**src/rtl/fetch_unpacker.sv**
```systemverilog
// fetch_unpacker: buffers 64-bit bus response beats in a small FIFO and
// hands them to decode as two 32-bit instructions each (low half first),
// tagged with a running PC. An all-zero instruction word raises a sticky halt.
//
// Handshakes:
//   bus side    - a beat moves when bus_respcyc & bus_respack (respack is
//                 combinational: respcyc & !full & !halt).
//   decode side - an instruction moves when inst_valid & inst_ready.
//                 inst/inst_pc hold steady while inst_valid is high and
//                 inst_ready is low.
module fetch_unpacker #(
    parameter int BUS_DATA_WIDTH = 64,
    parameter int DEPTH          = 4,
    parameter int BEATS_PER_LINE = 8
) (
    input  logic                      clk,
    input  logic                      reset,
    input  logic                      line_start,
    input  logic [63:0]               line_base,
    input  logic                      bus_respcyc,
    input  logic [BUS_DATA_WIDTH-1:0] bus_resp,
    output logic                      bus_respack,
    output logic                      inst_valid,
    output logic [31:0]               inst,
    output logic [63:0]               inst_pc,
    input  logic                      inst_ready,
    output logic                      line_done,
    output logic                      halt
);

    localparam int AW = (DEPTH > 1) ? $clog2(DEPTH) : 1;
    localparam int CW = (BEATS_PER_LINE > 1) ? $clog2(BEATS_PER_LINE) : 1;
    localparam logic [CW-1:0] LAST_BEAT = CW'(BEATS_PER_LINE - 1);

    logic [BUS_DATA_WIDTH-1:0] mem [DEPTH];
    logic [AW:0]               wptr;
    logic [AW:0]               rptr;
    logic                      sel;
    logic [CW-1:0]             beat_cnt;

    logic                      full;
    logic                      empty;
    logic                      accept;
    logic                      xfer;
    logic                      pop;
    logic [BUS_DATA_WIDTH-1:0] head;
    logic [CW-1:0]             cnt_base;

    // FIFO status, half-word selection and both handshakes
    always_comb begin
        empty       = (wptr == rptr);
        full        = (wptr[AW] != rptr[AW]) && (wptr[AW-1:0] == rptr[AW-1:0]);
        head        = mem[rptr[AW-1:0]];
        inst        = empty ? 32'h0 : (sel ? head[63:32] : head[31:0]);
        inst_valid  = !empty && !halt && (inst != 32'h0);
        bus_respack = bus_respcyc && !full && !halt;
        accept      = bus_respack;
        // a flush discards any transfer offered in the same cycle
        xfer        = inst_valid && inst_ready && !line_start;
        pop         = xfer && sel;
        // a flush restarts the beat count before this cycle's beat is counted
        cnt_base    = line_start ? '0 : beat_cnt;
    end

    // Beat storage; a beat accepted during a flush lands in entry 0
    always_ff @(posedge clk) begin
        if (accept) begin
            mem[line_start ? '0 : wptr[AW-1:0]] <= bus_resp;
        end
    end

    // Pointers, half select, PC, beat counter, line_done and halt
    always_ff @(posedge clk) begin
        if (reset) begin
            wptr      <= '0;
            rptr      <= '0;
            sel       <= 1'b0;
            inst_pc   <= 64'h0;
            beat_cnt  <= '0;
            line_done <= 1'b0;
            halt      <= 1'b0;
        end else begin
            if (line_start) begin
                wptr    <= accept ? (AW+1)'(1) : '0;
                rptr    <= '0;
                sel     <= 1'b0;
                inst_pc <= line_base;
            end else begin
                if (accept) wptr <= wptr + 1'b1;
                if (pop)    rptr <= rptr + 1'b1;
                if (xfer) begin
                    sel     <= ~sel;
                    inst_pc <= inst_pc + 64'd4;
                end
            end

            if (accept) begin
                beat_cnt <= (cnt_base == LAST_BEAT) ? '0 : cnt_base + 1'b1;
            end else begin
                beat_cnt <= cnt_base;
            end

            line_done <= accept && (cnt_base == LAST_BEAT);
            // the zero word sits in the selected half-slot: stop for good
            halt      <= halt || (!empty && (inst == 32'h0));
        end
    end

endmodule

```
**config.mk**
```make
export PLATFORM = sky130hd
export DESIGN_NAME = fetch_unpacker
export DESIGN_NICKNAME = d
export VERILOG_FILES = /design/src/rtl/fetch_unpacker.sv
export SDC_FILE = /design/constraint.sdc
export NUM_CORES = 1
export LEC_CHECK = 0
export ABC_CLOCK_PERIOD_IN_PS = 13400
export BUFFER_PORTS_ARGS = -buffer_cell sky130_fd_sc_hd__buf_2
export CORE_ASPECT_RATIO = 1.1
export CORE_UTILIZATION = 60
export CTS_CLUSTER_SIZE = 20
export DETAILED_ROUTE_END_ITERATION = 7
export HOLD_SLACK_MARGIN = 0.1
export PLACE_DENSITY_LB_ADDON = 0.05
export SETUP_SLACK_MARGIN = 0.02
export SYNTH_ARGS = -nofsm -noshare
export SYNTH_HDL_FRONTEND = slang
export SYNTH_SLANG_ARGS = --single-unit
```
**constraint.sdc**
```tcl
create_clock -name clk -period 13.4 [get_ports clk]
set_clock_uncertainty 0.2 [all_clocks]
set_input_delay 1.34 -clock clk [delete_from_list [all_inputs] [get_ports clk]]
set_output_delay 1.34 -clock clk [all_outputs]
set_load 0.02 [all_outputs]
```
* Yosys cells after proc, flatten, opt, wreduce, memory -nomap -nowiden
Memories as Yosys holds them, arrays and structs flattened. A register that Yosys moved wholly into a read port is not among the register bits.
Cells that the tools add are included.
Widths: inputs -> output; s select.
** Word-level totals
- Flip-flop bits (word level) :: 76
- Latch bits :: 0
- Bits in writable memories :: 256
- Bits in read-only memories :: 0
- Memories kept :: 1
** Operators by class
- $add $sub $neg :: 4
- Multiply operators :: 0
- Div/mod/pow operators :: 0
- $lt $le $gt $ge :: 0
- Eq/ne operators :: 4
- Shift operators :: 0
- Mux-type cells :: 15
- Bitwise logic cells :: 1
- Reduce and logical (&&, ||, !) cells :: 20
** Memories
- mem :: depth 4, width 64, read ports 1, clocked after Yosys merged registers in 1, wr ports 1, line 35 : logic [BUS_DATA_WIDTH-1:0] mem [DEPTH];
** Operator list (count)
- $mux 64 :: 2
- $add 64x3->64 const B :: 1
- $mux 32 :: 2
- $logic_not 32->1 :: 1
- $reduce_bool 32->1 :: 1
- $mux 3 :: 5
- $logic_and 1x1->1 :: 10
- $add 3x1->3 const B :: 3
- $mux 2 :: 3
- $logic_not 1->1 :: 4
- $reduce_bool 2->1 :: 2
- $eq 3x3->1 :: 1
- $eq 3x3->1 const B :: 1
- $mux 1 :: 3
- $eq 2x2->1 :: 1
- $reduce_or 2->1 :: 1
- $logic_or 1x1->1 :: 1
- $ne 1x1->1 :: 1
- $not 1->1 :: 1

* Depth between registers and ports, before layout
Gate-level depths: netlist of the first run.
- Word-level depth :: 9
- Gate-level depth with buffers :: 14
- Gate-level depth less buffers :: 9

* Worst setup path after synthesis of the first run
OpenSTA, ideal clock, no wires.
- Kind :: input port to flip-flop
- Start :: input bus_respcyc
- End :: memory mem[1][0] (enable)
- Setup time :: 580 ps
- Data arrival time :: 6862 ps
- Path slack :: 5758 ps
- Cell stages on the path :: 3
- Cells stage by stage :: nor3b_1 -> clkbuf_1 -> nor3b_1
** On the way
- Word-level cells in the longest chain between the ends :: 4
** Ends and longest elaborated chain
- from (decl) :: line 20 : input logic bus_respcyc,
- $logic_and 1x1->1 (2 in a row) :: line 56 : bus_respack = bus_respcyc && !full && !halt;
- via bus_respack :: line 22 : output logic bus_respack,
- $mux 1 :: line 67 : if (accept) begin
- $mux 1 :: line 68 : mem[line_start ? '0 : wptr[AW-1:0]] <= bus_resp;
- to (decl) :: line 35
The timed path passes the listed nets, and every way through them passes these cells.

==> flow_summary.rst, run 1 <==
.. list-table::
   :header-rows: 1

   * - Metric
     - Value
   * - # fillers
     - 1655
   * - Via count of the first global-routing pass
     - 9545
   * - Required time reported for the critical path endpoint
     - 11.86 ns
   * - Met3 Usage GRT
     - 5.05%
   * - Clock Tree Root
     - sky130_fd_sc_hd__clkbuf_16
   * - Most common library cell in the layout ignoring fill and taps
     - sky130_fd_sc_hd__edfxtp_1
   * - Final critical-path share of the clock period
     - 43.2%
   * - Final RePlAce weighted congestion
     - 0.875
   * - Start point of the worst hold path
     - inst_pc[1]
   * - Post-synthesis instance area
     - 14600 um^2
   * - Max-capacitance violation count
     - 0
   * - Total number of vias
     - 9883
   * - Worst setup timing slack at the placement stage
     - 8.11 ns
   * - Post-cts hold buffer count
     - 0
   * - First DRT Iteration DRCs
     - 612
   * - CTS Sinks
     - 334
   * - Final Slew Violations
     - 0
   * - FF-to-FF path depth
     - 10
   * - Static leakage power
     - 0.00597 uW
   * - Rows
     - 59
   * - Distinct cell type count after synthesis
     - 52
   * - Syn Nets
     - 1208
   * - TNS Setup
     - 0 ns
   * - Total of endpoints with negative setup slack in the final report
     - 0
   * - Die Height
     - 165 um
   * - Critical Path End Type
     - output pin
   * - Buffers inserted by post-CTS timing repair
     - 0
   * - Worst slew slack as a fraction of its limit
     - 27.9%
   * - Flip-flop and latch count after synthesis
     - 334
   * - Initial Utilization
     - 61.3%
   * - Clock Tree Buf Depth
     - 3
   * - Synthesis Warnings
     - 0
   * - Post-Synthesis Mean Instance Area
     - 13.6 um^2
   * - Total number of nets in the final design
     - 1422
   * - Worst-case register-to-register setup slack
     - 8.47 ns
   * - Routed wire length
     - 33300 um
   * - Core ar.
     - 23800 um^2
   * - Minimum clock period after layout
     - 5.78 ns
   * - Peak Freq
     - 173 MHz
   * - Share of final-layout standard cells stronger than drive strength 1
     - 26.7%
   * - Total number of H-tree levels
     - 2
   * - Critical path launch point type
     - flip-flop
   * - Post-Route Hold Slack
     - 0.293 ns
   * - Crit Path Class
     - reg2out
   * - Via/cell ratio
     - 6.12
   * - CTS tree
     - built
   * - 1st-pass router iterations
     - 4
   * - Worst R2R End
     - inst_pc[20]
   * - Capturing element of the worst setup path
     - inst_valid
   * - Syn-to-layout area delta
     - 16.9%
   * - Clock insertion delay at the later pin of the skew report
     - 0.51 ns
   * - Sequential share of the synthesized area
     - 63.5%
   * - Total routing resource utilization after global routing
     - 26.9%
   * - Measured slew at the worst slew-check pin
     - 1.08 ns
   * - Count of buffers inserted at the top-level ports
     - 232
   * - DR WL/cell
     - 20.6 um
   * - Met1 Resource Use GR
     - 34.3%
   * - Met2 GRT Util
     - 45.8%
   * - Initial antenna violation count
     - 2
   * - Post-detailed-route DRC marker count
     - 0
   * - Final hold viol count
     - 0
   * - Number of cells upsized or downsized after cts
     - 0
   * - Data arrival, critical path
     - 4.24 ns
   * - Final antenna-violating net count
     - 0
   * - Wire length of the first global-routing pass
     - 50900 um
   * - Worst VDD drop
     - 0.000111 V
   * - Chip Width
     - 151 um
   * - Run status
     - finished, final reports clean
   * - Final worst slack
     - 7.62 ns
   * - Setup repair after global routing missed its margin
     - no
   * - Synthesized netlist cell count
     - 1070
   * - Final global-route overflow total
     - 0
   * - Worst hold-check path type
     - reg2reg
   * - Clock Pin Slew Worst Setup and Hold Paths
     - 0.05 ns
   * - Final standard cell utilization of the core
     - 71.6%
   * - Largest net degree at the start of global routing
     - 84
   * - Top Usage Layer GRT
     - met2
   * - Top Ports
     - 233
   * - Largest fanout of any net on the critical path
     - 65
   * - Commonest cells after routing, fill and taps aside
     - sky130_fd_sc_hd__edfxtp_1 (256), sky130_fd_sc_hd__buf_2 (232), sky130_fd_sc_hd__mux2i_1 (98)
   * - Pwr/cell area
     - 134 nW/um^2
   * - Area of the die
     - 24900 um^2
   * - Half-perimeter wire length after detailed placement
     - 20700 um
   * - Number of buffers inserted during clock tree synthesis
     - 35
[cell usage after synthesis (all sizes together)]
library cell / instances / area [um^2]
or4: 4 / 30.0
nor4: 27 / 169
and2: 3 / 18.8
or3: 2 / 12.5
edfxtp: 256 / 7690
o21a: 2 / 15.0
xnor2: 29 / 254
o31ai: 3 / 36.3
o211ai: 2 / 15.0
a311oi: 4 / 35.0
nor2b: 7 / 43.8
nor3: 10 / 50.1
dfxtp: 78 / 1560
inv: 12 / 45.0
or4b: 2 / 20.0
ha: 5 / 62.6
mux2i: 98 / 981
nor3b: 24 / 180
mux4: 32 / 721
nand3b: 2 / 15.0
a21bo: 1 / 10.0
a22oi: 45 / 338
or2: 2 / 12.5
buf: 35 / 191
a21o: 3 / 22.5
a211oi: 18 / 135
nand4: 19 / 119
nor4b: 4 / 35.0
nand4b: 4 / 35.0
a31oi: 1 / 6.26
a221oi: 1 / 8.76
nand2: 66 / 248
o21ai: 21 / 105
xor2: 2 / 17.5
a2111oi: 25 / 248
clkinv: 1 / 3.75
a21oi: 27 / 146
nand2b: 3 / 18.8
and3: 31 / 194
and4: 14 / 123
and3b: 1 / 8.76
clkbuf: 36 / 135
nor2: 72 / 270
nand3: 36 / 180
[critical path, cell delays in order, from the launching register on]
cell	delay (ns)
sky130_fd_sc_hd__dfxtp_4	0.64
sky130_fd_sc_hd__buf_4	0.91
sky130_fd_sc_hd__mux4_2	0.44
sky130_fd_sc_hd__or4_1	0.53
sky130_fd_sc_hd__nor2_1	0.13
sky130_fd_sc_hd__nand4_1	0.15
sky130_fd_sc_hd__o31ai_4	0.10
sky130_fd_sc_hd__buf_4	0.39
sky130_fd_sc_hd__o21a_1	0.19
sky130_fd_sc_hd__nor3_1	0.06
sky130_fd_sc_hd__buf_2	0.20
[logic make-up (layout without fill, tap and decap cells)]
kind of cell	count (synthesis)	after routing	share of synthesized area, %
compound gates	153	153	7.70
xor+xnor	31	31	1.86
fa+ha+maj	5	5	0.430
buf+inv	84	323	2.58
flops	334	334	63.5
mux	130	130	11.7
other cells	0	1	0
simple gates	333	333	12.2
[metrics by stage]
step / std cells / total power (uW) / cell area [um^2]
2_1_floorplan: 1070 / 1310 / 14600
3_3_place_gp: 1552 / 1390 / 15900
3_5_place_dp: 1552 / 1390 / 15900
4_1_cts: 1614 / 2300 / 17000
5_1_grt: 1614 / 2360 / 17000
6_report: 1615 / 2290 / 17000
[power breakdown]
| part | internal, uW | leakage [uW] | total (uW) | switching (uW) |
|---|---|---|---|---|
| registers | 1150 | 0.00300 | 1180 | 25.8 |
| logic | 69.2 | 0.00244 | 192 | 123 |
| clock network | 527 | 0.000535 | 914 | 387 |
[per-layer routing]
metal | wire length (um) | vias to the layer above
li1 | - | 4622
met1 | 13300 | 4794
met2 | 16700 | 406
met3 | 2550 | 59
met4 | 830 | 2
met5 | 8 | -
[sequential cells by signal, indices dropped and copies added, names as in the netlist, named ones only]
signal,cells
mem,256
inst_pc,64
beat_cnt,3
rptr,3
wptr,3
halt,1
line_done,1
sel,1
[worst min-delay path by stage]
stage	cells after the start	to
2_1_floorplan	2	flip-flop
3_3_place_gp	2	inst_pc[1]
3_5_place_dp	2	inst_pc[0]
4_1_cts	2	inst_pc[1]
5_1_grt	2	inst_pc[1]
6_report	2	inst_pc[1]
[final cells by class]
class	count	area [um^2]	share of cell area, %
diodes	1	2.50	0.0147
clock buffers	42	912	5.36
clock inverters	20	169	0.992
inverters	13	48.8	0.287
multi-input cells	652	4970	29.2
flip-flops and latches	334	9250	54.4
well taps	305	382	2.24
repair buffers	248	1280	7.53
Power figures use the tool's default switching activity.
==> inputs of run 2 (changes only) <==
ABC_CLOCK_PERIOD_IN_PS = 5800   (was 13400)
CORE_UTILIZATION = 57   (was 60)
clock period = 5.8 ns   (was 13.4 ns; I/O delays follow)
==> run 2 against run 1 <==
Worst setup slack got worse by 6.3 ns. Critical path depth did not move. Via count up 3.8%. Die area rose by 5.2%. Design area is 5.5% higher. Sequential share of layout area is 2.8 points lower. Clock power grew 130%. Power increased by 130%. Flip-flop and latch count unchanged. Worst hold slack lost 0.18 ns. First-iteration DRC count rose by 3.1%. Routed wire length grew 5.0%. Critical path type unchanged.
==> flow_summary.rst, run 2 (synthesis results as in run 1) <==
.. list-table::
   :header-rows: 1

   * - Metric
     - Value
   * - Clock Tree Buf Depth
     - 3
   * - Final antenna-violating net count
     - 0
   * - Top Ports
     - 233
   * - Setup repair after global routing missed its margin
     - no
   * - Via/cell ratio
     - 5.97
   * - Commonest cells after routing, fill and taps aside
     - sky130_fd_sc_hd__edfxtp_1 (256), sky130_fd_sc_hd__buf_2 (232), sky130_fd_sc_hd__mux2i_1 (98)
   * - Clock insertion delay at the later pin of the skew report
     - 0.51 ns
   * - Final global-route overflow total
     - 0
   * - Buffers inserted by post-CTS timing repair
     - 0
   * - Most common library cell in the layout ignoring fill and taps
     - sky130_fd_sc_hd__edfxtp_1
   * - Core ar.
     - 25200 um^2
   * - Total of endpoints with negative setup slack in the final report
     - 0
   * - Total routing resource utilization after global routing
     - 26.7%
   * - DR WL/cell
     - 20.4 um
   * - Worst VDD drop
     - 0.000269 V
   * - CTS Sinks
     - 334
   * - 1st-pass router iterations
     - 5
   * - Largest fanout of any net on the critical path
     - 43
   * - Minimum clock period after layout
     - 4.53 ns
   * - Final Slew Violations
     - 0
   * - Routed wire length
     - 35000 um
   * - Number of buffers inserted during clock tree synthesis
     - 36
   * - Rows
     - 61
   * - Largest net degree at the start of global routing
     - 76
   * - Worst setup timing slack at the placement stage
     - 1.56 ns
   * - Total number of vias
     - 10300
   * - Pwr/cell area
     - 297 nW/um^2
   * - Crit Path Class
     - reg2out
   * - Count of buffers inserted at the top-level ports
     - 232
   * - Worst slew slack as a fraction of its limit
     - 24.5%
   * - Worst hold-check path type
     - in2reg
   * - Flip-flop count of the largest register, all copies and words added
     - 256
   * - Post-Layout Inst Area
     - 18000 um^2
   * - Final critical-path share of the clock period
     - 78.1%
   * - Run status
     - finished, final reports clean
   * - Critical path launch point type
     - flip-flop
   * - DP Area
     - 16000 um^2
   * - Chip Width
     - 154 um
   * - TNS Setup
     - 0 ns
   * - Half-perimeter wire length after detailed placement
     - 22300 um
   * - Data arrival, critical path
     - 3.75 ns
   * - Clock Tree Root
     - sky130_fd_sc_hd__clkbuf_16
   * - Clock Pin Slew Worst Setup and Hold Paths
     - 0.06 ns
   * - Via count of the first global-routing pass
     - 9897
   * - Area of the die
     - 26200 um^2
   * - Final hold viol count
     - 0
   * - Max-capacitance violation count
     - 0
   * - Syn-to-layout area delta
     - 23.3%
   * - CTS tree
     - built
   * - Initial antenna violation count
     - 1
   * - Die Height
     - 170 um
   * - Final RePlAce weighted congestion
     - 0.861
   * - Post-cts hold buffer count
     - 83
   * - Static leakage power
     - 0.00637 uW
   * - Final worst slack
     - 1.27 ns
   * - Post-detailed-route DRC marker count
     - 0
   * - Total chip power
     - 5330 uW
   * - Required time reported for the critical path endpoint
     - 5.02 ns
   * - Initial Utilization
     - 57.8%
   * - Total number of nets in the final design
     - 1516
   * - Critical Path End Type
     - output pin
   * - Number of cells upsized or downsized after cts
     - 0
   * - First DRT Iteration DRCs
     - 631
   * - Measured slew at the worst slew-check pin
     - 1.13 ns
   * - Total number of H-tree levels
     - 2
   * - Peak Freq
     - 221 MHz
   * - Wire length of the first global-routing pass
     - 54000 um
   * - Share of final-layout standard cells stronger than drive strength 1
     - 25.4%
==> run 2: worst max-delay path: stages (launching register included) <==
cell and delay, ns:
sky130_fd_sc_hd__dfxtp_4 0.83, sky130_fd_sc_hd__buf_12 0.32, sky130_fd_sc_hd__mux2i_1 0.26, sky130_fd_sc_hd__a22oi_1 0.11, sky130_fd_sc_hd__and3_1 0.22, sky130_fd_sc_hd__nor4_1 0.33, sky130_fd_sc_hd__and4_1 0.24, sky130_fd_sc_hd__buf_4 0.35
sky130_fd_sc_hd__o21a_1 0.23, sky130_fd_sc_hd__nor3_1 0.10, sky130_fd_sc_hd__buf_2 0.22
==> run 2: layout make-up <==
cell class              instances  area (um^2)
clock inverters                14         96.3
inverters                      13         48.8
repair buffers                341         2200
well taps                     315          394
clock buffers                  47          977
diodes                          1         2.50
multi-input cells             652         4980
flip-flops and latches        334         9250
fillers                      1792         7230
==> run 2: final timing paths <==
path                                   start          end  slack, ns  cells after the start
worst max-delay path               flip-flop   inst_valid       1.27                     10
worst min-delay path            line_base[1]   inst_pc[1]       0.11                      3
worst max register to register     flip-flop  inst_pc[20]       1.55                     10
worst min register to register    inst_pc[0]   inst_pc[0]       0.29                      2
==> run 2: where the power goes <==
part / total, uW / switching, uW / internal [uW]
Clock: 2100 / 870 / 1230
Sequential: 2730 / 61.0 / 2670
Combinational: 498 / 298 / 200
Total: 5330 / 1230 / 4100
==> run 2: per-layer routing <==
layer  vias to the layer above  GRT usage [%]  wire [um]
met4                         0           7.79        779
met5                         -              0          0
met3                        65           4.49       2150
met1                      4985           35.6      14900
met2                       385           45.1      17200
li1                       4819              -          -
==> run 2: through the flow <==
step / std cells / utilization, % / hold slack, ns
after floorplan: 1070 / - / 0.280
after global placement: 1572 / 63.7 / 0.272
after detailed placement: 1572 / 63.7 / 0.289
after CTS: 1716 / 71.3 / 0.100
after global routing: 1717 / 71.3 / 0.102
final: 1717 / 71.3 / 0.112
